$ cat config.mk
export PLATFORM = sky130hd
export DESIGN_NAME = ysyx_22040237_lsu
export DESIGN_NICKNAME = d
export VERILOG_FILES = /design/src/rtl/ysyx_22040237_lsu_pkg.sv /design/src/rtl/ysyx_22040237_lsu_align.sv /design/src/rtl/ysyx_22040237_lsu.sv
export SDC_FILE = /design/constraint.sdc
export NUM_CORES = 1
export LEC_CHECK = 0
export CORE_MARGIN = 3
export CORE_UTILIZATION = 34
export CTS_CLUSTER_DIAMETER = 30
export DETAILED_ROUTE_END_ITERATION = 8
export PLACE_DENSITY = 0.57
export SLEW_MARGIN = 20
export SYNTH_ARGS = -nofsm -noshare
export SYNTH_HDL_FRONTEND = slang
export SYNTH_SLANG_ARGS = --single-unit
$ cat constraint.sdc
create_clock -name clk -period 6.4 [get_ports clk]
set_clock_uncertainty 0.05 [all_clocks]
set_input_delay 1.92 -clock clk [delete_from_list [all_inputs] [get_ports clk]]
set_output_delay 1.92 -clock clk [all_outputs]
set_load 0.01 [all_outputs]
$ cat src/rtl/ysyx_22040237_lsu_pkg.sv
// Shared definitions for the load/store unit: LS info bus layout, FSM states and size codes.
package ysyx_22040237_lsu_pkg;

  // Bit positions on the 7-bit LS info bus
  localparam int unsigned LsLoad  = 0;
  localparam int unsigned LsStore = 1;
  localparam int unsigned LsUsign = 2;
  localparam int unsigned LsByte  = 3;
  localparam int unsigned LsHalf  = 4;
  localparam int unsigned LsWord  = 5;
  localparam int unsigned LsDw    = 6;

  // One-hot size codes, taken directly from ls_info_bus[6:3]
  localparam logic [3:0] SzByte = 4'b0001;
  localparam logic [3:0] SzHalf = 4'b0010;
  localparam logic [3:0] SzWord = 4'b0100;
  localparam logic [3:0] SzDw   = 4'b1000;

  typedef enum logic [1:0] {
    StIdle,
    StMem,
    StDone
  } lsu_state_e;

endpackage

$ cat src/rtl/ysyx_22040237_lsu_align.sv
// Lane alignment: store strobes/data shift, load extraction/extension and access checking.
module ysyx_22040237_lsu_align
  import ysyx_22040237_lsu_pkg::*;
#(
  parameter int unsigned XLEN = 64
) (
  input  logic [2:0]      off,
  input  logic [3:0]      size,
  input  logic            usign,
  input  logic [XLEN-1:0] store_data,
  input  logic [XLEN-1:0] rdata,
  output logic [7:0]      wmask,
  output logic [XLEN-1:0] wdata,
  output logic [XLEN-1:0] load_data,
  output logic            bad
);

  logic [5:0]      sh_amt;
  logic [XLEN-1:0] rsh;

  assign sh_amt = {off, 3'b000};
  assign rsh    = rdata >> sh_amt;
  assign wdata  = store_data << sh_amt;

  // bad covers both a malformed size field (not exactly one-hot) and misalignment
  always_comb begin
    wmask     = 8'h00;
    load_data = rsh;
    bad       = 1'b1;
    case (size)
      SzByte: begin
        wmask     = 8'h01 << off;
        load_data = usign ? {{(XLEN-8){1'b0}}, rsh[7:0]} : {{(XLEN-8){rsh[7]}}, rsh[7:0]};
        bad       = 1'b0;
      end
      SzHalf: begin
        wmask     = 8'h03 << off;
        load_data = usign ? {{(XLEN-16){1'b0}}, rsh[15:0]} : {{(XLEN-16){rsh[15]}}, rsh[15:0]};
        bad       = off[0];
      end
      SzWord: begin
        wmask     = 8'h0F << off;
        load_data = usign ? {{(XLEN-32){1'b0}}, rsh[31:0]} : {{(XLEN-32){rsh[31]}}, rsh[31:0]};
        bad       = |off[1:0];
      end
      SzDw: begin
        wmask     = 8'hFF;
        load_data = rsh;
        bad       = |off;
      end
      default: ;
    endcase
  end

endmodule

$ cat src/rtl/ysyx_22040237_lsu.sv
// Load/store stage: registers ALU results to WB and runs req/ack data-memory transactions.
module ysyx_22040237_lsu
  import ysyx_22040237_lsu_pkg::*;
#(
  parameter int unsigned XLEN    = 64,
  parameter int unsigned TIMEOUT = 255
) (
  input  logic            clk,
  input  logic            rst,
  input  logic            valid_i,
  output logic            ready_o,
  input  logic            rd_wr_en_i,
  input  logic [4:0]      rd_idx_i,
  input  logic [XLEN-1:0] alu_res_i,
  input  logic [6:0]      ls_info_bus_i,
  input  logic [XLEN-1:0] rs2_store_i,
  output logic            mem_req_o,
  output logic            mem_we_o,
  output logic [XLEN-1:0] mem_addr_o,
  output logic [XLEN-1:0] mem_wdata_o,
  output logic [7:0]      mem_wmask_o,
  input  logic            mem_ack_i,
  input  logic [XLEN-1:0] mem_rdata_i,
  output logic            wb_valid_o,
  output logic            rd_wr_en_o,
  output logic [4:0]      rd_idx_o,
  output logic [XLEN-1:0] wb_data_o,
  output logic            lsu_err_o
);

  localparam logic [7:0] TimeoutLast = 8'(TIMEOUT - 1);

  lsu_state_e state_q;
  logic [7:0] cnt_q;
  logic [2:0] off_q;
  logic [3:0] size_q;
  logic       usign_q;
  logic       is_load_q;
  logic       wr_en_q;
  logic [4:0] rd_idx_q;

  logic            is_load;
  logic            is_store;
  logic            use_live;
  logic [2:0]      al_off;
  logic [3:0]      al_size;
  logic            al_usign;
  logic [7:0]      al_wmask;
  logic [XLEN-1:0] al_wdata;
  logic [XLEN-1:0] al_load_data;
  logic            al_bad;

  assign is_load  = ls_info_bus_i[LsLoad];
  assign is_store = ls_info_bus_i[LsStore];
  assign ready_o  = (state_q == StIdle);

  // In IDLE the aligner sees the incoming request; in MEM it sees the latched access
  assign use_live = (state_q == StIdle);
  assign al_off   = use_live ? alu_res_i[2:0] : off_q;
  assign al_size  = use_live ? ls_info_bus_i[LsDw:LsByte] : size_q;
  assign al_usign = use_live ? ls_info_bus_i[LsUsign] : usign_q;

  ysyx_22040237_lsu_align #(
    .XLEN(XLEN)
  ) u_align (
    .off       (al_off),
    .size      (al_size),
    .usign     (al_usign),
    .store_data(rs2_store_i),
    .rdata     (mem_rdata_i),
    .wmask     (al_wmask),
    .wdata     (al_wdata),
    .load_data (al_load_data),
    .bad       (al_bad)
  );

  always_ff @(posedge clk or negedge rst) begin
    if (!rst) begin
      state_q     <= StIdle;
      cnt_q       <= 8'd0;
      off_q       <= 3'd0;
      size_q      <= 4'd0;
      usign_q     <= 1'b0;
      is_load_q   <= 1'b0;
      wr_en_q     <= 1'b0;
      rd_idx_q    <= 5'd0;
      mem_req_o   <= 1'b0;
      mem_we_o    <= 1'b0;
      mem_addr_o  <= '0;
      mem_wdata_o <= '0;
      mem_wmask_o <= 8'h00;
      wb_valid_o  <= 1'b0;
      rd_wr_en_o  <= 1'b0;
      rd_idx_o    <= 5'd0;
      wb_data_o   <= '0;
      lsu_err_o   <= 1'b0;
    end else begin
      wb_valid_o <= 1'b0;
      lsu_err_o  <= 1'b0;
      unique case (state_q)
        StIdle: begin
          if (valid_i) begin
            if (!is_load && !is_store) begin
              wb_valid_o <= 1'b1;
              rd_wr_en_o <= rd_wr_en_i;
              rd_idx_o   <= rd_idx_i;
              wb_data_o  <= alu_res_i;
            end else if ((is_load && is_store) || al_bad) begin
              wb_valid_o <= 1'b1;
              lsu_err_o  <= 1'b1;
              rd_wr_en_o <= 1'b0;
              rd_idx_o   <= rd_idx_i;
            end else begin
              state_q     <= StMem;
              cnt_q       <= 8'd0;
              off_q       <= alu_res_i[2:0];
              size_q      <= ls_info_bus_i[LsDw:LsByte];
              usign_q     <= ls_info_bus_i[LsUsign];
              is_load_q   <= is_load;
              wr_en_q     <= rd_wr_en_i;
              rd_idx_q    <= rd_idx_i;
              mem_req_o   <= 1'b1;
              mem_we_o    <= is_store;
              mem_addr_o  <= {alu_res_i[XLEN-1:3], 3'b000};
              mem_wmask_o <= is_store ? al_wmask : 8'h00;
              mem_wdata_o <= is_store ? al_wdata : '0;
            end
          end
        end
        StMem: begin
          // Ack takes priority over a timeout in the same cycle
          if (mem_ack_i) begin
            state_q    <= StDone;
            mem_req_o  <= 1'b0;
            wb_valid_o <= 1'b1;
            rd_wr_en_o <= is_load_q & wr_en_q;
            rd_idx_o   <= rd_idx_q;
            if (is_load_q) begin
              wb_data_o <= al_load_data;
            end
          end else if (cnt_q == TimeoutLast) begin
            state_q    <= StDone;
            cnt_q      <= cnt_q + 8'd1;
            mem_req_o  <= 1'b0;
            wb_valid_o <= 1'b1;
            lsu_err_o  <= 1'b1;
            rd_wr_en_o <= 1'b0;
            rd_idx_o   <= rd_idx_q;
          end else begin
            cnt_q <= cnt_q + 8'd1;
          end
        end
        StDone: begin
          state_q <= StIdle;
          cnt_q   <= 8'd0;
        end
        default: state_q <= StIdle;
      endcase
    end
  end

endmodule
Yosys cells after proc, flatten, opt, wreduce, memory -nomap -nowiden
Index checks and enable logic that the tools add are counted.
- $add $sub $neg: 1
- $lt $le $gt $ge: 0
- divide/modulo/power cells: 0
- equality and inequality tests: 16
- shift operators: 5
- muxes and demuxes: 54
- $mul: 0
- reductions and logical operators: 16
- bitwise gates (word level): 3
- operators by type and width (cell ; number):
    64-bit 2-to-1 mux ; 8
    64-bit one-hot mux with 3 select lines ; 1
    64-bit one-hot mux with 2 select lines ; 1
    64-bit by 6-bit << shifter with 64-bit output ; 1
    64-bit by 6-bit right shift with 64-bit output ; 1
    8-bit 2-to-1 mux ; 5
    8-bit one-hot mux with 4 select lines ; 1
    5-bit 2-to-1 mux ; 5
    8-bit one-hot mux with 3 select lines ; 1
    1-bit 2-to-1 mux ; 18
    5-bit AND reduction ; 3
    2-bit inequality test (second input constant) ; 6
    4-bit AND reduction ; 3
    2-bit 2-to-1 mux ; 5
    5-bit one-hot mux with 2 select lines ; 1
    8-bit by 1-bit adder with 8-bit output (second input constant) ; 1
    8-bit == test (second input constant) ; 1
    1-bit one-hot mux with 2 select lines ; 4
    1-bit by 3-bit << shifter with 8-bit output (first input constant) ; 1
    2-bit by 3-bit << shifter with 8-bit output (first input constant) ; 1
    4-bit by 3-bit << shifter with 8-bit output (first input constant) ; 1
    4-bit by 1-bit == test with 1-bit output (second input constant) ; 1
    4-bit by 2-bit == test with 1-bit output (second input constant) ; 1
    4-bit by 3-bit == test with 1-bit output (second input constant) ; 1
    20 further kinds ; 23
- memories: 0
- bits in registers: 232
- output and inout bits: 211
- bits in read-only memories: 0
- RAM bits: 0
- bits in latches: 0
- logic and storage cells: 113

Longest topological paths before layout
Gate-level depths: netlist of the first run.
- word-level depth: 9
- gate-level depth with buffers: 12
- depth with buffers taken out: 7

Hierarchy
A second synthesis of the first run with hierarchy kept.
- cells, all modules: 1506
- area, all modules: 14285.0 µm²
- by module, submodules not included (module ; cells each ; instances ; area each (µm²) ; seq. area each (µm²)):
    ysyx_22040237_lsu ; 944 ; 1 ; 10073.4 ; 5805.6
    ysyx_22040237_lsu_align ; 562 ; 1 ; 4211.5 ; 0.0

Worst setup path before layout of the first run
Ideal clock, no wire load.
- path type: input to register
- start: in alu_res_i[0]
- end: reg wb_data_o[31]
- data arrival time: 3.947 ns
- required time: 6.220 ns
- path slack: 2.273 ns
- library setup time: 0.130 ns
- stages: 9
- buffers on the path: 3
- cell sequence: buf_2 -> or3b_4 -> nand2_1 -> buf_4 -> mux2_2 -> o221a_2 -> a21oi_2 -> buf_2 -> a31oi_1
- word-level cells in the longest chain between the ends: 7
- ends and longest elaborated chain (item ; RTL line ; source):
    start, declared ; ysyx_22040237_lsu.sv:14 ; input logic [XLEN-1:0] alu_res_i,
    3-bit 2-to-1 mux * ; ysyx_22040237_lsu.sv:59 ; assign al_off = use_live ? alu_res_i[2:0] : off_q;
    64-bit by 6-bit right shift with 64-bit output * ; ysyx_22040237_lsu_align.sv:22 ; assign rsh = rdata >> sh_amt;
    64-bit 2-to-1 mux (on tied branches) ; ysyx_22040237_lsu_align.sv:43, ysyx_22040237_lsu_align.sv:33, ysyx_22040237_lsu_align.sv:38 ;
    64-bit one-hot mux with 3 select lines * ; ysyx_22040237_lsu_align.sv:30 ; case (size)
    64-bit 2-to-1 mux * ; ysyx_22040237_lsu.sv:138 ; if (is_load_q) begin
    64-bit 2-to-1 mux * ; ysyx_22040237_lsu.sv:132 ; if (mem_ack_i) begin
    64-bit one-hot mux with 2 select lines * ; ysyx_22040237_lsu.sv:100 ; unique case (state_q)
    end signal, assigned ; ysyx_22040237_lsu.sv:107 ; wb_data_o <= alu_res_i;
    end signal, assigned ; ysyx_22040237_lsu.sv:139 ; wb_data_o <= al_load_data;
    end, declared ; ysyx_22040237_lsu.sv:27 ; output logic [XLEN-1:0] wb_data_o,
Every way passes the cells marked *; elsewhere a longest branch is shown, timed or not. The select of a mux whose other input is x is not followed.
A chain may end at the register's enable or synchronous reset.

Worst setup path in the final report of the first run
- start: in alu_res_i[0]
- end: reg wb_data_o[45]
Same word-level chain as after synthesis.

==> run_results.csv, run 1 <==
group,metric,value,unit
timing,worst_pin_slew,1.13,ns
power_and_ir_drop,p_per_area,492,mW/mm²
logic_synthesis,synthesis.area,0.0138,mm²
drt,vias,13793,
logic_synthesis,seq_area_frac_synth,0.422,
power_and_ir_drop,power_leakage,0.00842,µW
clock_tree,post_cts_buffers,0,
clock_tree,cts_tree,"yes",
clock_tree,cts_resized,0,
timing,setup_viol,0,
timing,timing.fmax,197,MHz
drt,routed_via_density,5.74,
clock_tree,clk_pin_slew,0.04,ns
final_layout,stdcell_area,0.0205,mm²
final_layout,area_growth,49.3,%
clock_tree,cts_buffers,66,
final_layout,multi_input_area,0.00732,mm²
clock_tree,hold_buffers,0,
logic_synthesis,netlist_instances,1433,
drt,dr.pass1.iters,6,
critical_path,end_kind,"register",
final_layout,seqCellArea,0.00581,mm²
drt,wl,60.1,mm
timing,slew_headroom,0.247,
logic_synthesis,ys_warn_count,0,
floorplan,core,0.0398,mm²
floorplan,initial_utilization,0.345,
critical_path,startpoint,"alu_res_i[0]",
timing,rsz0062_at_grt,"no",
logic_synthesis,synthFlopType,"dfrtp_1",
floorplan,num_rows,73,
final_layout,final_layout_size_suffix_gt1_frac,0.126,
global_routing,grt_pass1_wl,89.4,mm
final_layout,final_common_cell,"clkdlybuf4s50_1",
global_routing,track_usage,0.268,
clock_tree,insertion_delay,0.57,ns
critical_path,crit_end,"wb_data_o[45]",
floorplan,io_pins,420,
critical_path,worstPathRequired,6.79,ns
critical_path,r2r_slack,1.58,ns
final_layout,final_cell_mix,"clkdlybuf4s50_1 (415), dfrtp_1 (232), o21ai_0 (164)",
critical_path,rr_worst_depth,7,
logic_synthesis,async_flop_share,1.00,
power_and_ir_drop,vdd_ir_drop_max,193,µV
logic_synthesis,synth_area_leaders,"dfrtp_1 (42%), mux2i_1 (7.6%), o21ai_0 (6.0%), mux2_1 (4.9%), mux2_2 (4.1%)",
run_status,status,"finished, final reports clean",
critical_path,timing.rr.start,"state_q[1]",
floorplan,fp.dieH,207,µm
critical_path,r2r_end,"wb_data_o[45]",
clock_tree,cts-root-buf,"clkbuf_16",
timing,finalSetupTns,0,ns
critical_path,crit_arrival,5.47,ns
drt,postRouteAntennaNets,0,
timing,fin_crit,5.09,ns
logic_synthesis,yosysTopAreaCellShare,0.422,
global_routing,grt_max_degree,115,
placement,dp_hpwl,43.8,mm
drt,wl_per_cell,25.0,µm
clock_tree,cts_max_level,3,
critical_path,critPathLaunchType,"input pin",
power_and_ir_drop,fin_total_pwr,10100,µW
critical_path,critical_path_peak_fanout,48,
logic_synthesis,synth_top_cell_by_area,"dfrtp_1",
min_path,hp-class,"register to register",
final_layout,nFillCells,3729,
critical_path,crit_type,"input pin to register",
timing,hold_viol,0,
timing,fin_crit_sh,0.795,
timing,drv_slew,0,
placement,gp_congestion,0.949,
placement,place_area,0.0182,mm²
logic_synthesis,synth_enable_flop_cells,0,
global_routing,first_global_vias,13597,
placement,placement.io_buffers,416,
floorplan,die_x,207,µm
final_layout,fin_nets,2025,
logic_synthesis,synth.avg_cell_area,9.60,µm²
run,drv_cap,0,
clock_tree,cts.sink_count,232,
logic_synthesis,ys_ff_latch,232,
floorplan,dieArea,0.0429,mm²
drt,drc,0,
clock_tree,clock_path_buffers,3,
logic_synthesis,synth_cell_type_count,72,
global_routing,grt-ovfl-total,0,
drt,drt_iter0_drc,1324,
global_routing,antenna_found_initial,17,
metrics by stage:
step / setup WS, ns / instances / hold WS, ns / util
floorplan: 2.27 / 1435 / 0.414 / -
global placement: 0.909 / 2271 / 0.415 / 0.458
detailed placement: 0.807 / 2271 / 0.426 / 0.458
CTS: 1.32 / 2387 / 0.435 / 0.514
global route: 1.17 / 2401 / 0.444 / 0.515
finish: 1.31 / 2401 / 0.435 / 0.515
per-layer routing:
layer,GRT usage,up-vias,share of wire
li1,-,6213,-
met4,0.113,6,0.032
met3,0.0621,109,0.079
met1,0.364,6789,0.43
met2,0.413,676,0.46
met5,0,-,0.00068
critical path: stages:
cell             delay [ns]
clkdlybuf4s50_1        0.67
or4b_2                 0.63
o21ai_2                0.43
and3_1                 0.28
or4_4                  0.13
nand3_2                0.81
a31oi_1                0.54
flip-flops by register name, summed over array words and instances (netlist names):
| name | count |
|---|---|
| mem_wdata_o | 64 |
| wb_data_o | 64 |
| mem_addr_o | 61 |
| cnt_q | 8 |
| mem_wmask_o | 8 |
| rd_idx_o | 5 |
| rd_idx_q | 5 |
| size_q | 4 |
| off_q | 3 |
| state_q | 2 |
| is_load_q | 1 |
| lsu_err_o | 1 |
| mem_req_o | 1 |
| mem_we_o | 1 |
| rd_wr_en_o | 1 |
| usign_q | 1 |
| wb_valid_o | 1 |
| wr_en_q | 1 |
cell type report:
type,count,share of cell area
clock buffers,79,0.0853
clock inverters,37,0.0241
multi-input cells,1059,0.356
inverters,9,0.00165
flip-flops and latches,232,0.283
diodes,14,0.00171
well taps,525,0.0320
repair buffers,446,0.216
cell usage after synthesis, types with 21 or more instances:
cell type  number
clkbuf_1       65
mux2_1         60
mux2i_1       104
nand3_1        38
nor2_1         47
buf_2          44
a31oi_1        54
o31ai_1        21
mux2_2         50
a21oi_1        65
o21ai_0       164
a22oi_1        30
nand2_1       120
or3_1          51
o22ai_1        36
dfrtp_1       232
cells by family (layout without fill, tap and decap cells):
kind of cell / after synthesis / after routing / synth area share
compound gates: 498 / 498 / 0.231
simple gates: 335 / 335 / 0.122
flops: 232 / 232 / 0.422
mux: 215 / 215 / 0.167
buf+inv: 144 / 571 / 0.0518
xor+xnor: 5 / 5 / 0.00318
fa+ha+maj: 3 / 3 / 0.00255
other cells: 1 / 17 / 0.000273
worst min-delay path by stage:
stage                    from        endpoint  slack [ns]  cells after the start
2_1_floorplan     rd_idx_q[0]     rd_idx_q[0]        0.41                      1
3_3_place_gp     wb_data_o[4]    wb_data_o[4]        0.42                      2
3_5_place_dp     wb_data_o[6]    wb_data_o[6]        0.43                      2
4_1_cts          wb_data_o[6]    wb_data_o[6]        0.43                      2
5_1_grt        mem_addr_o[30]  mem_addr_o[30]        0.44                      1
6_report         wb_data_o[4]    wb_data_o[4]        0.44                      2
report_power, final:
group,leakage [µW],internal [µW],total (µW),switching [µW]
logic,0.00446,2030,4250,2210
clock network,0.00109,2280,3290,1010
registers,0.00287,2140,2560,418
Note: power is estimated with default switching activity, not from simulation.
==> inputs of run 2 (changes only) <==
- PLACE_DENSITY: 0.57 -> 0.6
- clock period: 6.4 -> 4.28 ns (I/O delays scaled with it)
==> run 2 against run 1 <==
Against the previous run: worst hold slack worse by 0.010 ns; combinational power up 53%; final area up 2.9%; total power up 56%; worst setup slack worse by 0.59 ns; via count up 2.0%; sequential share of layout area down 0.81 points; critical path depth up 1; core utilization up 1.5 points; critical endpoint is now wb_data_o[5].
==> run_results.csv, run 2 (synthesis results as in run 1) <==
group,metric,value,unit
drt,drt_iter0_drc,1515,
final_layout,final_common_cell,"clkdlybuf4s50_1",
critical_path,critical_path.cell_chain,"clkdlybuf4s50_1 -> or3b_1 -> and2_2 -> buf_12 -> mux2i_1 -> a22oi_1 -> o21ai_0 -> a21oi_1",
clock_tree,post_cts_buffers,0,
drt,top_layer,"met5",
power_and_ir_drop,comb_power_share,0.414,
final_layout,nFillCells,3674,
floorplan,fp.dieH,207,µm
critical_path,timing.rr.start,"state_q[0]",
run_status,status,"finished, final reports clean",
critical_path,critPathLaunchType,"input pin",
critical_path,r2r_slack,1.43,ns
timing,fin_crit_sh,0.832,
power_and_ir_drop,vdd_ir_drop_max,366,µV
placement,gp_congestion,0.940,
drt,drc,0,
floorplan,io_pins,420,
clock_tree,cts.sink_count,232,
timing,timing.fmax,281,MHz
power_and_ir_drop,switching_share,0.349,
drt,dr.pass1.iters,8,
final_layout,final_cell_mix,"clkdlybuf4s50_1 (415), dfrtp_1 (232), o21ai_0 (164)",
global_routing,grt_pass1_wl,90.4,mm
clock_tree,cts_max_level,3,
timing,setup_viol,0,
critical_path,r2r_end,"mem_wdata_o[28]",
min_path,hold_depth,2,
clock_tree,clk_pin_slew,0.04,ns
clock_tree,hold_buffers,0,
critical_path,startpoint,"alu_res_i[1]",
final_layout,area_growth,53.6,%
run,drv_cap,0,
final_layout,final_layout_size_suffix_gt1_frac,0.147,
drt,wl_met2,27.7,mm
critical_path,crit_arrival,3.92,ns
global_routing,antenna_found_initial,15,
power_and_ir_drop,power_leakage,0.00877,µW
timing,worst_pin_slew,0.804,ns
power_and_ir_drop,pwr-share-clk,0.343,
critical_path,worstPathRequired,4.64,ns
clock_tree,cts_tree,"yes",
critical_path,cpPeakStageDelay,0.63,ns
clock_tree,cts_buffers,69,
placement,placement.io_buffers,416,
floorplan,dieArea,0.0429,mm²
critical_path,crit_type,"input pin to register",
timing,finalSetupTns,0,ns
min_path,hp-class,"register to register",
timing,fin_crit,3.56,ns
critical_path,rr_worst_depth,9,
global_routing,grt_max_degree,83,
critical_path,crit_end,"wb_data_o[5]",
drt,drt-met1-wl,25.7,mm
power_and_ir_drop,pwr-share-seq,0.243,
clock_tree,clock_path_buffers,3,
final_layout,fin_nets,2065,
power_and_ir_drop,p_int,10200,µW
global_routing,track_usage,0.270,
power_and_ir_drop,p_switching,5480,µW
timing,hold_viol,0,
timing,rsz0062_at_grt,"no",
drt,postRouteAntennaNets,0,
drt,dr_wl_met3,4.23,mm
floorplan,num_rows,73,
floorplan,initial_utilization,0.345,
global_routing,grt-ovfl-total,0,
final_layout,reg.largest.list,"mem_wdata_o (64), wb_data_o (64), mem_addr_o (61)",
timing,drv_slew,0,
timing,slew_headroom,0.464,
placement,pre_cts_ws,0.153,ns
power_and_ir_drop,p_per_area,743,mW/mm²
floorplan,core,0.0398,mm²
global_routing,first_global_vias,14039,
critical_path,cp_slowest_cell,"clkdlybuf4s50_1",
floorplan,die_x,207,µm
critical_path,end_kind,"register",
clock_tree,cts_resized,0,
critical_path,critical_path_peak_fanout,43,
drt,wl,59.9,mm
placement,dp_hpwl,44.1,mm
drt,routed_via_density,5.75,
clock_tree,insertion_delay,0.57,ns
drt,wl_per_cell,24.5,µm
final_layout,fin_util,0.531,
timing,postLayoutSetupSlackWorst,0.720,ns
drt,vias,14068,
clock_tree,cts-root-buf,"clkbuf_16",
## run 2: changes by cell type in the layout (fill, tap and decap cells not counted)
cell | before | now
buf_4 | 27 | 55
buf_12 | 3 | 12
clkbuf_8 | 5 | 14
clkinvlp_4 | 6 | 2
bufinv_16 | 8 | 11
clkbuf_16 | 66 | 69
clkinv_4 | 3 | 0
clkinv_8 | 3 | 0
inv_6 | 1 | 4
clkinv_2 | 13 | 14
diode_2 | 14 | 13
## run 2: power by group through the flow
stage	Clock, µW	Sequential, µW	Combinational, µW
after CTS	5440	3820	6490
after global routing	5590	3940	6930
after detailed placement	0	3830	6450
final	5380	3820	6500
after floorplan	0	4140	2730
after global placement	0	3800	6400
## run 2: worst min path at each step
stage | start | end
after floorplan | rd_idx_q[0] | rd_idx_q[0]
after global placement | wb_data_o[4] | wb_data_o[4]
after detailed placement | wb_data_o[6] | wb_data_o[6]
after CTS | wb_data_o[6] | wb_data_o[6]
after global routing | mem_addr_o[23] | mem_addr_o[23]
final | wb_data_o[6] | wb_data_o[6]
## run 2: area by class of cell
type | instances | area [µm²] | area share
timing repair buffer | 483 | 4820 | 0.228
clock buffer | 91 | 1950 | 0.0923
tap | 525 | 657 | 0.0311
multi-input combinational | 1059 | 7320 | 0.346
clock inverter | 34 | 510 | 0.0242
inverter | 9 | 33.8 | 0.00160
antenna | 13 | 32.5 | 0.00154
sequential | 232 | 5810 | 0.275
## run 2: through the flow
stage / hold WS (ns) / total power, µW / cell area (µm²) / instances
after CTS: 0.430 / 15700 / 21100 / 2433
after floorplan: 0.414 / 6880 / 13800 / 1435
after detailed placement: 0.421 / 10300 / 18600 / 2308
final: 0.425 / 15700 / 21100 / 2446
after global routing: 0.443 / 16500 / 21100 / 2445
after global placement: 0.419 / 10200 / 18600 / 2308
## run 2: critical path, delay by kind of cell
| kind | cells | cell delay (ns) |
|---|---|---|
| buffers and inverters | 2 | 0.81 |
| muxes | 1 | 0.20 |
| and+or+nand+nor | 2 | 0.71 |
| AOI/OAI and AO/OA | 3 | 0.89 |
## run 2: metal layers
layer,global-route usage,vias up
met2,0.417,701
met1,0.369,6953
met3,0.0586,123
met5,0,-
li1,-,6285
met4,0.114,6
==> inputs of run 3 (changes only) <==
- clock period: 4.28 -> 2.9 ns (I/O delays scaled with it)
==> run 3 against run 2 <==
Against the previous run: highest routed layer unchanged; die area unchanged; non-clock buffer count rose by 162; worst setup slack lost 0.68 ns; critical path depth increased by 1; clock power grew 37%; routed wire length up 5.3%; core utilization up 3.7 points; largest power group unchanged.
==> run_results.csv, run 3 (synthesis results as in run 1) <==
group,metric,value,unit
run_status,status,"finished, final reports clean",
power_and_ir_drop,vdd_ir_drop_max,594,µV
global_routing,grt_pass1_wl,93.0,mm
placement,dp_hpwl,47.7,mm
drt,postRouteAntennaNets,0,
power_and_ir_drop,p_per_area,1050,mW/mm²
final_layout,reg.largest.list,"mem_wdata_o (64), wb_data_o (64), mem_addr_o (61)",
timing,timing.fmax,350,MHz
clock_tree,clock_path_buffers,3,
timing,postLayoutSetupSlackWorst,0.0439,ns
final_layout,area_growth,64.4,%
min_path,hp-class,"input pin to asynchronous set/reset pin",
clock_tree,cts_tree,"yes",
timing,finalSetupTns,0,ns
placement,placement.io_buffers,416,
critical_path,end_kind,"register",
global_routing,first_global_vias,14420,
timing,drv_slew,0,
clock_tree,cts_buffers,67,
timing,slew_headroom,0.347,
floorplan,fp.dieH,207,µm
critical_path,worstPathRequired,3.26,ns
clock_tree,clk_pin_slew,0.04,ns
final_layout,final_cell_mix,"clkdlybuf4s50_1 (410), dfrtp_1 (232), buf_4 (191)",
final_layout,final_common_cell,"clkdlybuf4s50_1",
floorplan,dieArea,0.0429,mm²
final_layout,fin_cells,2596,
timing,fin_crit_sh,0.985,
timing,fin_crit,2.86,ns
floorplan,io_pins,420,
drt,drc,0,
drt,routed_via_density,5.62,
placement,post-place-cells,2460,
timing,setup_viol,0,
global_routing,antenna_found_initial,9,
floorplan,num_rows,73,
global_routing,grt_max_degree,71,
run,drv_cap,0,
clock_tree,cts.sink_count,232,
timing,hold_viol,0,
critical_path,critPathLaunchType,"register",
final_layout,final_layout_size_suffix_gt1_frac,0.220,
clock_tree,cts_max_level,3,
critical_path,critical_path_peak_fanout,20,
drt,drt_iter0_drc,1231,
drt,dr.pass1.iters,7,
clock_tree,insertion_delay,0.56,ns
drt,vias,14602,
global_routing,track_usage,0.280,
floorplan,die_x,207,µm
critical_path,crit_type,"register to register",
floorplan,core,0.0398,mm²
floorplan,initial_utilization,0.345,
critical_path,crit_arrival,3.22,ns
power_and_ir_drop,power_leakage,0.00959,µW
global_routing,grt-ovfl-total,0,
placement,gp_congestion,0.977,
final_layout,fin_nets,2225,
drt,wl_per_cell,24.3,µm
placement,pre_cts_ws,-0.754,ns
drt,wl,63.1,mm
timing,worst_pin_slew,0.971,ns
clock_tree,cts-root-buf,"clkbuf_16",
==> run 3: cell types whose count changed in the layout (fill, tap and decap cells not counted), moves of 4 or more <==
| cell | delta |
|---|---|
| dlymetal6s2s_1 | +4 |
| buf_4 | +136 |
| clkinv_2 | -4 |
| clkbuf_8 | -5 |
| o21ai_1 | +4 |
| clkinvlp_4 | +11 |
| mux2i_2 | +5 |
| buf_12 | +20 |
| mux2i_1 | -7 |
| diode_2 | -8 |
| clkdlybuf4s50_1 | -5 |
==> run 3: where the power goes <==
| group | internal, µW | switching (µW) | total (µW) |
|---|---|---|---|
| sequential | 4720 | 946 | 5660 |
| combinational | 5500 | 5200 | 10700 |
| clock | 5250 | 2140 | 7390 |
| total | 15500 | 8290 | 23800 |
==> run 3: metrics by stage <==
step                hold slack, ns  total power [µW]  utilization  cell area [µm²]
floorplan                    0.414             10200            -            13800
global placement             0.415             16000        0.503            20000
detailed placement           0.425             16100        0.503            20000
CTS                          0.176             23700        0.562            22400
global route                 0.202             24900        0.568            22600
finish                       0.194             23800        0.568            22600
==> run 3: area by class of cell <==
type / count / area, µm²
multi-input combinational: 1059 / 7430
fill: 3536 / 17200
sequential: 232 / 5810
timing repair buffer: 645 / 6360
clock inverter: 34 / 414
tap: 525 / 657
clock buffer: 87 / 1880
inverter: 9 / 38.8
antenna: 5 / 12.5
==> run 3: worst paths after layout <==
kind | cells after the start | slack, ns | from | end
min | 1 | 0.19 | rst | mem_addr_o[19]
max reg2reg | 9 | 0.04 | state_q[0] | wb_data_o[5]
max | 9 | 0.04 | state_q[0] | wb_data_o[5]
max in group asynchronous | 2 | 1.82 | rst | mem_wdata_o[53]
min in group clk | 1 | 0.43 | mem_we_o | mem_we_o
min reg2reg | 1 | 0.43 | mem_we_o | mem_we_o
==> run 3: metal layers <==
layer / GRT usage / vias to the layer above / part of all wire
met5: 0 / - / 0.00071
met1: 0.379 / 7126 / 0.43
li1: - / 6606 / -
met2: 0.432 / 733 / 0.46
met4: 0.107 / 8 / 0.036
met3: 0.0728 / 129 / 0.080
==> run 3: critical path: stages, from the launching register on <==
cell and delay (ns):
dfrtp_1 0.37, buf_4 0.22, or3b_1 0.46, and2_2 0.32, buf_4 0.24, a21oi_1 0.18, a22oi_1 0.12, buf_4 0.15
o21ai_1 0.42, a21oi_1 0.14
==> run 3: repair_timing <==
action	CTS	global route
hold buffers	0	0
gates cloned	0	3
resized for setup	13	20
buffers inserted	0	7
pin swaps	1	1
endpoints found under the setup margin	9	173
